<file path="src/rtl/bus_pkg.sv">
// Shared types for the system bus router: access sizes, master ids, pending-read record.
package bus_pkg;

    localparam int unsigned SLV_IDX_W = 3;

    typedef enum logic [2:0] {
        SIZE_B = 3'd1,
        SIZE_H = 3'd2,
        SIZE_W = 3'd4
    } size_t;

    typedef enum logic {
        MST_FETCH = 1'b0,
        MST_STBUF = 1'b1
    } master_e;

    typedef struct packed {
        logic                 valid;
        logic [SLV_IDX_W-1:0] slv_idx;
        logic [2:0]           size;
    } pend_t;

    function automatic logic size_valid(input logic [2:0] size);
        return (size == SIZE_B) || (size == SIZE_H) || (size == SIZE_W);
    endfunction

endpackage

</file>
<file path="src/rtl/bus_addr_decoder.sv">
// Base/mask address decoder: lowest-index matching region wins; offset is relative to its base.
module bus_addr_decoder
    import bus_pkg::*;
#(
    parameter int unsigned                      NUM_SLAVES = 2,
    parameter int unsigned                      ADDR_WIDTH = 32,
    parameter logic [NUM_SLAVES*ADDR_WIDTH-1:0] SLV_BASE   = '0,
    parameter logic [NUM_SLAVES*ADDR_WIDTH-1:0] SLV_MASK   = '0
)(
    input  logic [ADDR_WIDTH-1:0] addr_i,
    output logic [NUM_SLAVES-1:0] hit_o,
    output logic [SLV_IDX_W-1:0]  idx_o,
    output logic [ADDR_WIDTH-1:0] offset_o,
    output logic                  miss_o
);

    logic found;

    always_comb begin
        hit_o    = '0;
        idx_o    = '0;
        offset_o = '0;
        found    = 1'b0;
        for (int unsigned i = 0; i < NUM_SLAVES; i++) begin
            if (!found && ((addr_i & SLV_MASK[i*ADDR_WIDTH +: ADDR_WIDTH])
                           == SLV_BASE[i*ADDR_WIDTH +: ADDR_WIDTH])) begin
                found    = 1'b1;
                hit_o[i] = 1'b1;
                idx_o    = SLV_IDX_W'(i);
                offset_o = addr_i - SLV_BASE[i*ADDR_WIDTH +: ADDR_WIDTH];
            end
        end
        miss_o = !found;
    end

endmodule

</file>
<file path="src/rtl/bus_router.sv">
// System bus: fetch and store-buffer masters to NUM_SLAVES address-mapped slaves.
// Optional access-fault reporting is enabled by defining BUS_ACCESS_FAULT_EN.
module bus_router
    import bus_pkg::*;
#(
    parameter int unsigned                      NUM_SLAVES  = 2,
    parameter int unsigned                      ADDR_WIDTH  = 32,
    parameter int unsigned                      DATA_WIDTH  = 32,
    parameter int unsigned                      FETCH_WIDTH = 2,
    parameter logic [NUM_SLAVES*ADDR_WIDTH-1:0] SLV_BASE    = {32'h0200_0000, 32'h0000_0000},
    parameter logic [NUM_SLAVES*ADDR_WIDTH-1:0] SLV_MASK    = {32'hFFFF_0000, 32'hFFFF_0000},
    localparam int unsigned                     RDATA_W     = 32*FETCH_WIDTH
)(
    input  logic                               clk,
    input  logic                               rst,
    input  logic [ADDR_WIDTH-1:0]              fetch_bus_addr,
    input  logic                               fetch_bus_read_req,
    output logic [RDATA_W-1:0]                 bus_fetch_data,
    output logic                               bus_fetch_read_ack,
    output logic                               bus_fetch_fault,
    input  logic [ADDR_WIDTH-1:0]              stbuf_bus_read_addr,
    input  logic [2:0]                         stbuf_bus_read_size,
    input  logic                               stbuf_bus_read_req,
    output logic [DATA_WIDTH-1:0]              bus_stbuf_data,
    output logic                               bus_stbuf_read_ack,
    output logic                               bus_stbuf_read_fault,
    input  logic [ADDR_WIDTH-1:0]              stbuf_bus_write_addr,
    input  logic [2:0]                         stbuf_bus_write_size,
    input  logic [DATA_WIDTH-1:0]              stbuf_bus_write_data,
    input  logic                               stbuf_bus_write_req,
    output logic                               bus_stbuf_write_ack,
    output logic                               bus_stbuf_write_fault,
    output logic [NUM_SLAVES*ADDR_WIDTH-1:0]   bus_slv_read_addr,
    output logic [NUM_SLAVES*3-1:0]            bus_slv_read_size,
    output logic [NUM_SLAVES-1:0]              bus_slv_rd,
    input  logic [NUM_SLAVES*RDATA_W-1:0]      slv_bus_data,
    output logic [NUM_SLAVES*ADDR_WIDTH-1:0]   bus_slv_write_addr,
    output logic [NUM_SLAVES*3-1:0]            bus_slv_write_size,
    output logic [NUM_SLAVES*DATA_WIDTH-1:0]   bus_slv_write_data,
    output logic [NUM_SLAVES-1:0]              bus_slv_wr
);

    logic [NUM_SLAVES-1:0] f_hit, sr_hit, sw_hit;
    logic [SLV_IDX_W-1:0]  f_idx, sr_idx, sw_idx;
    logic [ADDR_WIDTH-1:0] f_off, sr_off, sw_off;
    logic                  f_miss, sr_miss, sw_miss;

    bus_addr_decoder #(.NUM_SLAVES(NUM_SLAVES), .ADDR_WIDTH(ADDR_WIDTH),
                       .SLV_BASE(SLV_BASE), .SLV_MASK(SLV_MASK)) u_dec_fetch (
        .addr_i(fetch_bus_addr), .hit_o(f_hit), .idx_o(f_idx), .offset_o(f_off), .miss_o(f_miss)
    );

    bus_addr_decoder #(.NUM_SLAVES(NUM_SLAVES), .ADDR_WIDTH(ADDR_WIDTH),
                       .SLV_BASE(SLV_BASE), .SLV_MASK(SLV_MASK)) u_dec_stbuf_rd (
        .addr_i(stbuf_bus_read_addr), .hit_o(sr_hit), .idx_o(sr_idx), .offset_o(sr_off), .miss_o(sr_miss)
    );

    bus_addr_decoder #(.NUM_SLAVES(NUM_SLAVES), .ADDR_WIDTH(ADDR_WIDTH),
                       .SLV_BASE(SLV_BASE), .SLV_MASK(SLV_MASK)) u_dec_stbuf_wr (
        .addr_i(stbuf_bus_write_addr), .hit_o(sw_hit), .idx_o(sw_idx), .offset_o(sw_off), .miss_o(sw_miss)
    );

    logic stbuf_rd_ok, stbuf_wr_ok;

    master_e rr_ptr_q, rr_ptr_d;
    pend_t   pend_fetch_q, pend_fetch_d, pend_stbuf_q, pend_stbuf_d;
    logic    fetch_err_q, fetch_err_d, stbuf_err_q, stbuf_err_d;
    logic    wr_ack_q, wr_ack_d;

    logic                  conflict, fetch_grant, stbuf_grant;
    logic [NUM_SLAVES-1:0] fetch_rd_vec, stbuf_rd_vec;
    logic                  fetch_ack, stbuf_ack, write_ack;

    // Only a real slave collision needs arbitration; misses and bad sizes never reach a slave.
    assign conflict    = fetch_bus_read_req && stbuf_bus_read_req && stbuf_rd_ok &&
                         !f_miss && !sr_miss && (f_idx == sr_idx);
    assign fetch_grant = fetch_bus_read_req && !(conflict && rr_ptr_q == MST_STBUF);
    assign stbuf_grant = stbuf_bus_read_req && !(conflict && rr_ptr_q == MST_FETCH);

    assign fetch_rd_vec = (fetch_grant && !rst) ? f_hit : '0;
    assign stbuf_rd_vec = (stbuf_grant && stbuf_rd_ok && !rst) ? sr_hit : '0;
    assign bus_slv_rd   = fetch_rd_vec | stbuf_rd_vec;

    always_comb begin
        rr_ptr_d = rr_ptr_q;
        if (conflict)
            rr_ptr_d = (rr_ptr_q == MST_FETCH) ? MST_STBUF : MST_FETCH;

        pend_fetch_d.valid   = fetch_grant;
        pend_fetch_d.slv_idx = f_idx;
        pend_fetch_d.size    = SIZE_W;
        fetch_err_d          = f_miss;

        pend_stbuf_d.valid   = stbuf_grant;
        pend_stbuf_d.slv_idx = sr_idx;
        pend_stbuf_d.size    = stbuf_bus_read_size;
        stbuf_err_d          = sr_miss || !stbuf_rd_ok;

        wr_ack_d             = stbuf_bus_write_req;
    end

    always_ff @(posedge clk) begin
        if (rst) begin
            rr_ptr_q     <= MST_FETCH;
            pend_fetch_q <= '0;
            pend_stbuf_q <= '0;
            fetch_err_q  <= 1'b0;
            stbuf_err_q  <= 1'b0;
            wr_ack_q     <= 1'b0;
        end else begin
            rr_ptr_q     <= rr_ptr_d;
            pend_fetch_q <= pend_fetch_d;
            pend_stbuf_q <= pend_stbuf_d;
            fetch_err_q  <= fetch_err_d;
            stbuf_err_q  <= stbuf_err_d;
            wr_ack_q     <= wr_ack_d;
        end
    end

    // Slave-side request channels: the read port follows whichever master owns the slave this cycle.
    always_comb begin
        bus_slv_read_addr  = '0;
        bus_slv_read_size  = '0;
        bus_slv_write_addr = '0;
        bus_slv_write_size = '0;
        bus_slv_write_data = '0;
        bus_slv_wr         = '0;
        for (int unsigned i = 0; i < NUM_SLAVES; i++) begin
            if (stbuf_rd_vec[i]) begin
                bus_slv_read_addr[i*ADDR_WIDTH +: ADDR_WIDTH] = sr_off;
                bus_slv_read_size[i*3 +: 3]                   = stbuf_bus_read_size;
            end else begin
                bus_slv_read_addr[i*ADDR_WIDTH +: ADDR_WIDTH] = f_off;
                bus_slv_read_size[i*3 +: 3]                   = pend_fetch_d.size;
            end
            if (sw_hit[i]) begin
                bus_slv_write_addr[i*ADDR_WIDTH +: ADDR_WIDTH] = sw_off;
                bus_slv_write_size[i*3 +: 3]                   = stbuf_bus_write_size;
                bus_slv_write_data[i*DATA_WIDTH +: DATA_WIDTH] = stbuf_bus_write_data;
            end
            bus_slv_wr[i] = stbuf_bus_write_req && stbuf_wr_ok && !sw_miss &&
                            (sw_idx == SLV_IDX_W'(i)) && !rst;
        end
    end

    // Responses are forced quiet while rst is high, including the cycle reset is first seen.
    assign fetch_ack = pend_fetch_q.valid && !rst;
    assign stbuf_ack = pend_stbuf_q.valid && !rst;
    assign write_ack = wr_ack_q && !rst;

    assign bus_fetch_read_ack  = fetch_ack;
    assign bus_stbuf_read_ack  = stbuf_ack;
    assign bus_stbuf_write_ack = write_ack;

    logic [DATA_WIDTH-1:0] stbuf_raw, stbuf_mask;

    always_comb begin
        bus_fetch_data = '0;
        stbuf_raw      = '0;
        for (int unsigned i = 0; i < NUM_SLAVES; i++) begin
            if (fetch_ack && !fetch_err_q && pend_fetch_q.slv_idx == SLV_IDX_W'(i))
                bus_fetch_data = slv_bus_data[i*RDATA_W +: RDATA_W];
            if (stbuf_ack && !stbuf_err_q && pend_stbuf_q.slv_idx == SLV_IDX_W'(i))
                stbuf_raw = slv_bus_data[i*RDATA_W +: DATA_WIDTH];
        end
        case (pend_stbuf_q.size)
            SIZE_B:  stbuf_mask = DATA_WIDTH'(8'hFF);
            SIZE_H:  stbuf_mask = DATA_WIDTH'(16'hFFFF);
            default: stbuf_mask = '1;
        endcase
        bus_stbuf_data = stbuf_raw & stbuf_mask;
    end

`ifdef BUS_ACCESS_FAULT_EN
    logic wr_fault_q, wr_fault_d;

    assign stbuf_rd_ok = size_valid(stbuf_bus_read_size);
    assign stbuf_wr_ok = size_valid(stbuf_bus_write_size);
    assign wr_fault_d  = sw_miss || !stbuf_wr_ok;

    always_ff @(posedge clk) begin
        if (rst) wr_fault_q <= 1'b0;
        else     wr_fault_q <= wr_fault_d;
    end

    assign bus_fetch_fault       = fetch_ack && fetch_err_q;
    assign bus_stbuf_read_fault  = stbuf_ack && stbuf_err_q;
    assign bus_stbuf_write_fault = write_ack && wr_fault_q;
`else
    assign stbuf_rd_ok           = 1'b1;
    assign stbuf_wr_ok           = 1'b1;
    assign bus_fetch_fault       = 1'b0;
    assign bus_stbuf_read_fault  = 1'b0;
    assign bus_stbuf_write_fault = 1'b0;
`endif

endmodule

</file>
<file path="config.mk">
export PLATFORM = sky130hd
export DESIGN_NAME = bus_router
export DESIGN_NICKNAME = d
export VERILOG_FILES = /design/src/rtl/bus_pkg.sv /design/src/rtl/bus_addr_decoder.sv /design/src/rtl/bus_router.sv
export SDC_FILE = /design/constraint.sdc
export NUM_CORES = 1
export LEC_CHECK = 0
export BUFFER_PORTS_ARGS = -buffer_cell sky130_fd_sc_hd__buf_4
export CAP_MARGIN = 20
export CORE_AREA = 2 2 226 228
export CTS_BUF_LIST = sky130_fd_sc_hd__clkbuf_8
export DETAILED_ROUTE_END_ITERATION = 7
export DIE_AREA = 0 0 228 230
export PLACE_DENSITY = 0.36
export SLEW_MARGIN = 40
export SYNTH_ARGS = -nofsm -noshare
export SYNTH_HDL_FRONTEND = slang
export SYNTH_SLANG_ARGS = --single-unit
</file>
<file path="constraint.sdc">
create_clock -name clk -period 2.05 [get_ports clk]
set_input_delay 0.205 -clock clk [delete_from_list [all_inputs] [get_ports clk]]
set_output_delay 0.205 -clock clk [all_outputs]
set_load 0.02 [all_outputs]
</file>
# == After elaboration in Yosys (flattened, before gate mapping) ==
# Index checks and enable logic that the tools add are counted.
# op_classes
add_sub_neg,3
mul,0
div_mod_pow,0
order_cmp,0
eq_ne,9
shifts,0
mux,36
bitwise,3
reduce_logical,43
# op_table
op,count
2-to-1 mux 32 bit,14
2-to-1 mux 64 bit,2
zero test 32 bit,3
"subtractor 32 x 26 -> 32 bit, second input constant",3
one-hot mux 32 bit (2 select lines),1
"equality test 16 x 10 -> 1 bit, second input constant",3
bitwise AND 32 bit,1
logical AND 1 bit,27
2-to-1 mux 1 bit,13
"equality test 3 x 1 -> 1 bit, second input constant",4
2-to-1 mux 3 bit,4
zero test 1 bit,10
zero test 3 bit,3
2-to-1 mux 2 bit,2
"equality test 3 x 2 -> 1 bit, second input constant",1
equality test 3 bit,1
bitwise OR 2 bit,1
inverter 1 bit,1
# totals
reg_bits,15
latch_bits,0
mem_bits_rw,0
rom_bits,0
input_bits,267
out_inout_bits,310
elab_cells,103
mem_count,0

# == Longest topological paths before layout ==
# logic_depth
depth_word,14
mapped_depth,6
ltp_nobuf,6

# == By module ==
# From an unflattened synthesis, not the netlist that was laid out.
# hier_totals
hier_cells,656
area_unflattened_um2,5001.0
# modules_own_cells
module,n_inst,cells_per_inst,area_each_um2,seq_area_each_um2
bus_router,1,506,4021.4,300.3
bus_addr_decoder,3,50,326.6,0.0

# == Worst setup path before layout ==
# No wires, ideal clock.
# synth_timing
path_type,register to output
from,reg pend_stbuf_q[6] in the netlist's numbering
to,out bus_stbuf_data[29]
arrival_time_ps,1711
t_required_ps,1845
setup_slack_ps,134
path_stages_with_launch,6
path_buffers,1
path_cell_list,dfxtp_1 > nor2b_1 > nor3b_1 > buf_2 > a22oi_1 > nor2_1
# synth_between
elab_chain_cells,6
elab_cells_between_ends,7
cone_classes,mux (2); bitwise (1); reduce/logical (4)
# synth_rtl
item,line,rtl
from (decl),bus_router.sv:66,"pend_t pend_fetch_q, pend_fetch_d, pend_stbuf_q, pend_stbuf_d;"
from (signal assigned),bus_router.sv:113,pend_stbuf_q <= pend_stbuf_d;
logical AND 1 bit (*),bus_router.sv:148,assign stbuf_ack = pend_stbuf_q.valid && !rst;
named net bus_stbuf_read_ack,bus_router.sv:25,"output logic bus_stbuf_read_ack,"
logical AND 1 bit (*),bus_router.sv:163,if (stbuf_ack && !stbuf_err_q && pend_stbuf_q.slv_idx == SLV_IDX_W'(i))
logical AND 1 bit,bus_router.sv:163,
2-to-1 mux 32 bit,bus_router.sv:163,
2-to-1 mux 32 bit (*),bus_router.sv:163,
bitwise AND 32 bit (*),bus_router.sv:171,bus_stbuf_data = stbuf_raw & stbuf_mask;
to (decl),bus_router.sv:24,"output logic [DATA_WIDTH-1:0] bus_stbuf_data,"
# The timed path passes the listed nets; every way through them passes the cells marked *.

# == Worst setup path in the final report ==
# layout_timing
from,reg rr_ptr_q
to,out bus_slv_read_addr[10]
# layout_between
elab_chain_cells,7
# layout_rtl
item,line,rtl
from (decl),bus_router.sv:65,"master_e rr_ptr_q, rr_ptr_d;"
from (signal assigned),bus_router.sv:111,rr_ptr_q <= rr_ptr_d;
inverter 1 bit,--,
logical AND 1 bit,bus_router.sv:78,assign stbuf_grant = stbuf_bus_read_req && !(conflict && rr_ptr_q == MST_FETCH);
zero test 1 bit,bus_router.sv:78,
logical AND 1 bit,bus_router.sv:78,
logical AND 1 bit,bus_router.sv:81,assign stbuf_rd_vec = (stbuf_grant && stbuf_rd_ok && !rst) ? sr_hit : '0;
2-to-1 mux 2 bit,bus_router.sv:81,
2-to-1 mux 32 bit,bus_router.sv:129,if (stbuf_rd_vec[i]) begin
to (decl),bus_router.sv:33,"output logic [NUM_SLAVES*ADDR_WIDTH-1:0] bus_slv_read_addr,"
# Every way passes these cells.

==> results.yml <==
sta:
  layout_min_cycle_time_ns: 2.11
  whs_ns: 0.185
  max_slew_margin_pct: 65.6
  finalHoldViolCount: 0
  setup_viol: 11
  fin_ws_ns: -0.0566
  fin_crit_sh_pct: 103
  rsz0062_at_grt: "true"
  skew_ns: 0.00395
  slew_violations: 0
  worst_slew_pin_slew_ns: 0.513
  fmax_mhz: 475
power_and_ir_drop:
  clock_power_share_pct: 18.2
  seqPwrFrac_pct: 17.5
  ir_drop_v: 0.000130
  p_leak_nw: 4.56
  cellInternalPower_mw: 0.799
  netSwitchingPower_mw: 0.496
  design_power_total_mw: 1.30
  pwr-share-comb_pct: 64.3
  p_per_area_nw_per_um2: 145
  swShare_pct: 38.3
worst_setup_path:
  endpoint: "bus_slv_read_addr[10]"
  start_kind: "register"
  r2r-end: "pend_stbuf_q[6]$_SDFF_PP0_"
  worstPathRequired_ns: 1.85
  criticalPathCategory: "register to output port"
  r2r.worst_path.cells: 2
  crit_fanout: 6
  timing.critical_path.mode_cell: "buf_6"
  crit_slowest_cell: "dfxtp_2"
  crit_cells: 7
  crit_start: "rr_ptr_q$_SDFFE_PP0N_"
  r2r_slack_ns: 1.09
  endpoint_kind: "output port"
  path_delay_family: "buffers and inverters"
  cp.arrival_ns: 1.90
  r2r-start: "rr_ptr_q$_SDFFE_PP0N_"
  critical_path.max_stage_delay_ns: 0.33
  worstPathCellList: "and3b_2, buf_6, a311oi_4, buf_6, buf_12, mux2i_1, buf_4"
  path_buf_inv: 4
finish:
  multi_input_area_um2: 3010
  seqCellArea_um2: 221
  drive_gt1_share_pct: 58.6
  area_growth_pct: 148
  post-route-util_pct: 17.9
  fin_nets: 1329
  fill_cells: 5733
  final_cell_mix: "buf_4, and2_1, a22o_1, conb_1, nand2_1"
  final_common_cell: "buf_4"
grt:
  antenna_found_initial: 3
  grt_max_degree: 62
  busiest_layer: "met2"
  grt-ovfl-total: 0
  first_global_vias: 5757
  use_met3_pct: 1.86
  use_met2_pct: 16.1
  grt_pass1_wl_mm: 35.8
  track_usage_pct: 8.85
  grtUsageMet1_pct: 10.6
clock_tree:
  clock_sinks: 11
  clock-root-buffer: "clkbuf_8"
  cts-buffers-inserted: 3
  cts-htree-levels: 1
  cts_tree: "built"
  clockBufferDepth: 2
  path_clk_slew_ns: 0.06
  postCtsHoldBufs: 0
  clk_latency_ns: 0.25
synthesis:
  synth_edf_count: 0
  synth_sequential_area_ratio_pct: 6.13
  synth_flop_cell: "dfxtp_1"
  avgSynthCellArea_um2: 6.99
  yosysTopAreaCellShare_pct: 18.5
  synth_area_leaders: "and2_1, a22o_1, buf_4"
  postSynthCellCount: 514
  synth-async-reset-ratio_pct: 0
  synth_seq_cells: 11
  yosys_warnings: 0
  synth_area_leader_cell: "and2_1"
  ys_types: 46
  syn_area_um2: 3590
die:
  initial_utilization_pct: 7.21
  rows: 82
  core-area_um2: 49900
  die_area_um2: 52400
  top_level_ports: 577
  die_y_um: 230
  die_x_um: 228
detailed_routing:
  vias: 5798
  wirelength_mm: 26.9
  first_iter_violations: 207
  wire_per_inst_um: 15.5
  ant_nets: 0
  via_per_inst: 3.35
  dr.pass1.iters: 5
  drcViolationCount: 0
place:
  dpl.hpwl_mm: 22.2
  io_buffers: 521
  gp_congestion: 0.844
job:
  cap_violations: 0
status:
  outcome: "finished with violations"
  violations: "negative setup slack"
worst_hold_path:
  hold_path.class: "primary input to register"
-- synthesized netlist by cell type, drive strengths merged (6+ instances only) --
cell type,number
dfxtp,11
mux2i,36
a22oi,24
nor3,12
nor2b,6
nor2,39
buf,72
nor4,9
inv,26
clkbuf,24
a22o,72
and2,106
nand2,37
-- power groups by stage --
stage	clock network, mW	logic (mW)	registers, mW
3_3_place_gp	0	0.811	0.231
5_1_grt	0.255	0.891	0.228
4_1_cts	0.247	0.826	0.226
6_report	0.236	0.833	0.227
3_5_place_dp	0	0.816	0.231
2_1_floorplan	0	0.318	0.229
-- what timing repair did --
| action | 4_1_cts | 5_1_grt |
|---|---|---|
| setup endpoints to repair | 40 | 67 |
| resized for setup | 20 | 26 |
| buffers inserted | 8 | 4 |
| gates cloned | 4 | 4 |
| pin swaps | 4 | 6 |
-- metrics by stage --
| step | instance area [µm²] | setup TNS, ns | cells | worst slack [ns] |
|---|---|---|---|---|
| finish | 8910 | -0.257 | 1733 | -0.0566 |
| global route | 8910 | -1.66 | 1733 | -0.0971 |
| CTS | 8710 | -0.992 | 1724 | -0.0518 |
| detailed placement | 8420 | -2.45 | 1708 | -0.154 |
| global placement | 8420 | -1.37 | 1708 | -0.0847 |
| floorplan | 3800 | 0 | 568 | 0.134 |
-- cell families after synthesis --
group	Yosys count	synth area share (%)
other	1	0.104
buffers and inverters	122	19.6
AND/OR/NAND/NOR	232	37.2
AO/OA/AOI/OAI	106	25.1
flip-flops	11	6.13
XOR/XNOR	3	0.731
multiplexers	36	10.0
adder cells (fa/ha/maj)	3	1.04
-- flip-flops by register name (all words and copies together), names as in the netlist --
register	flops
rr_ptr_q	1
stbuf_err_q	1
pend_stbuf_q	5
wr_ack_q	1
fetch_err_q	1
pend_fetch_q	2
-- how the worst min path moves through the flow --
stage | startpoint | end | slack, ns | cells past startpoint
6_report | stbuf_bus_read_req | pend_fetch_q[6]$_SDFF_PP0_ | 0.18 | 2
5_1_grt | stbuf_bus_read_req | pend_fetch_q[6]$_SDFF_PP0_ | 0.19 | 2
4_1_cts | stbuf_bus_read_req | pend_fetch_q[6]$_SDFF_PP0_ | 0.19 | 2
3_5_place_dp | stbuf_bus_read_req | pend_fetch_q[6]$_SDFF_PP0_ | 0.45 | 2
3_3_place_gp | stbuf_bus_read_req | pend_fetch_q[6]$_SDFF_PP0_ | 0.44 | 2
2_1_floorplan | rst | wr_ack_q$_SDFF_PP0_ | 0.29 | 1
-- worst reg2reg max path, cell delays in order, from the launching register on --
cell and delay [ns]:
dfxtp_2 0.33, and3b_2 0.25, a21boi_0 0.27
-- final cells by class --
type	count	area share (%)
timing repair buffer	582	52.7
multi-input combinational	435	33.7
tap	672	9.44
sequential	11	2.49
inverter	26	1.10
clock buffer	3	0.463
antenna	3	0.0842
clock inverter	1	0.0562
-- metal layers --
| layer | vias up | routed length, µm |
|---|---|---|
| met5 | - | 0 |
| met4 | 0 | 446 |
| met3 | 16 | 2130 |
| met2 | 345 | 13700 |
| met1 | 2666 | 10600 |
| li1 | 2771 | - |
(Power assumes the default switching activity.)
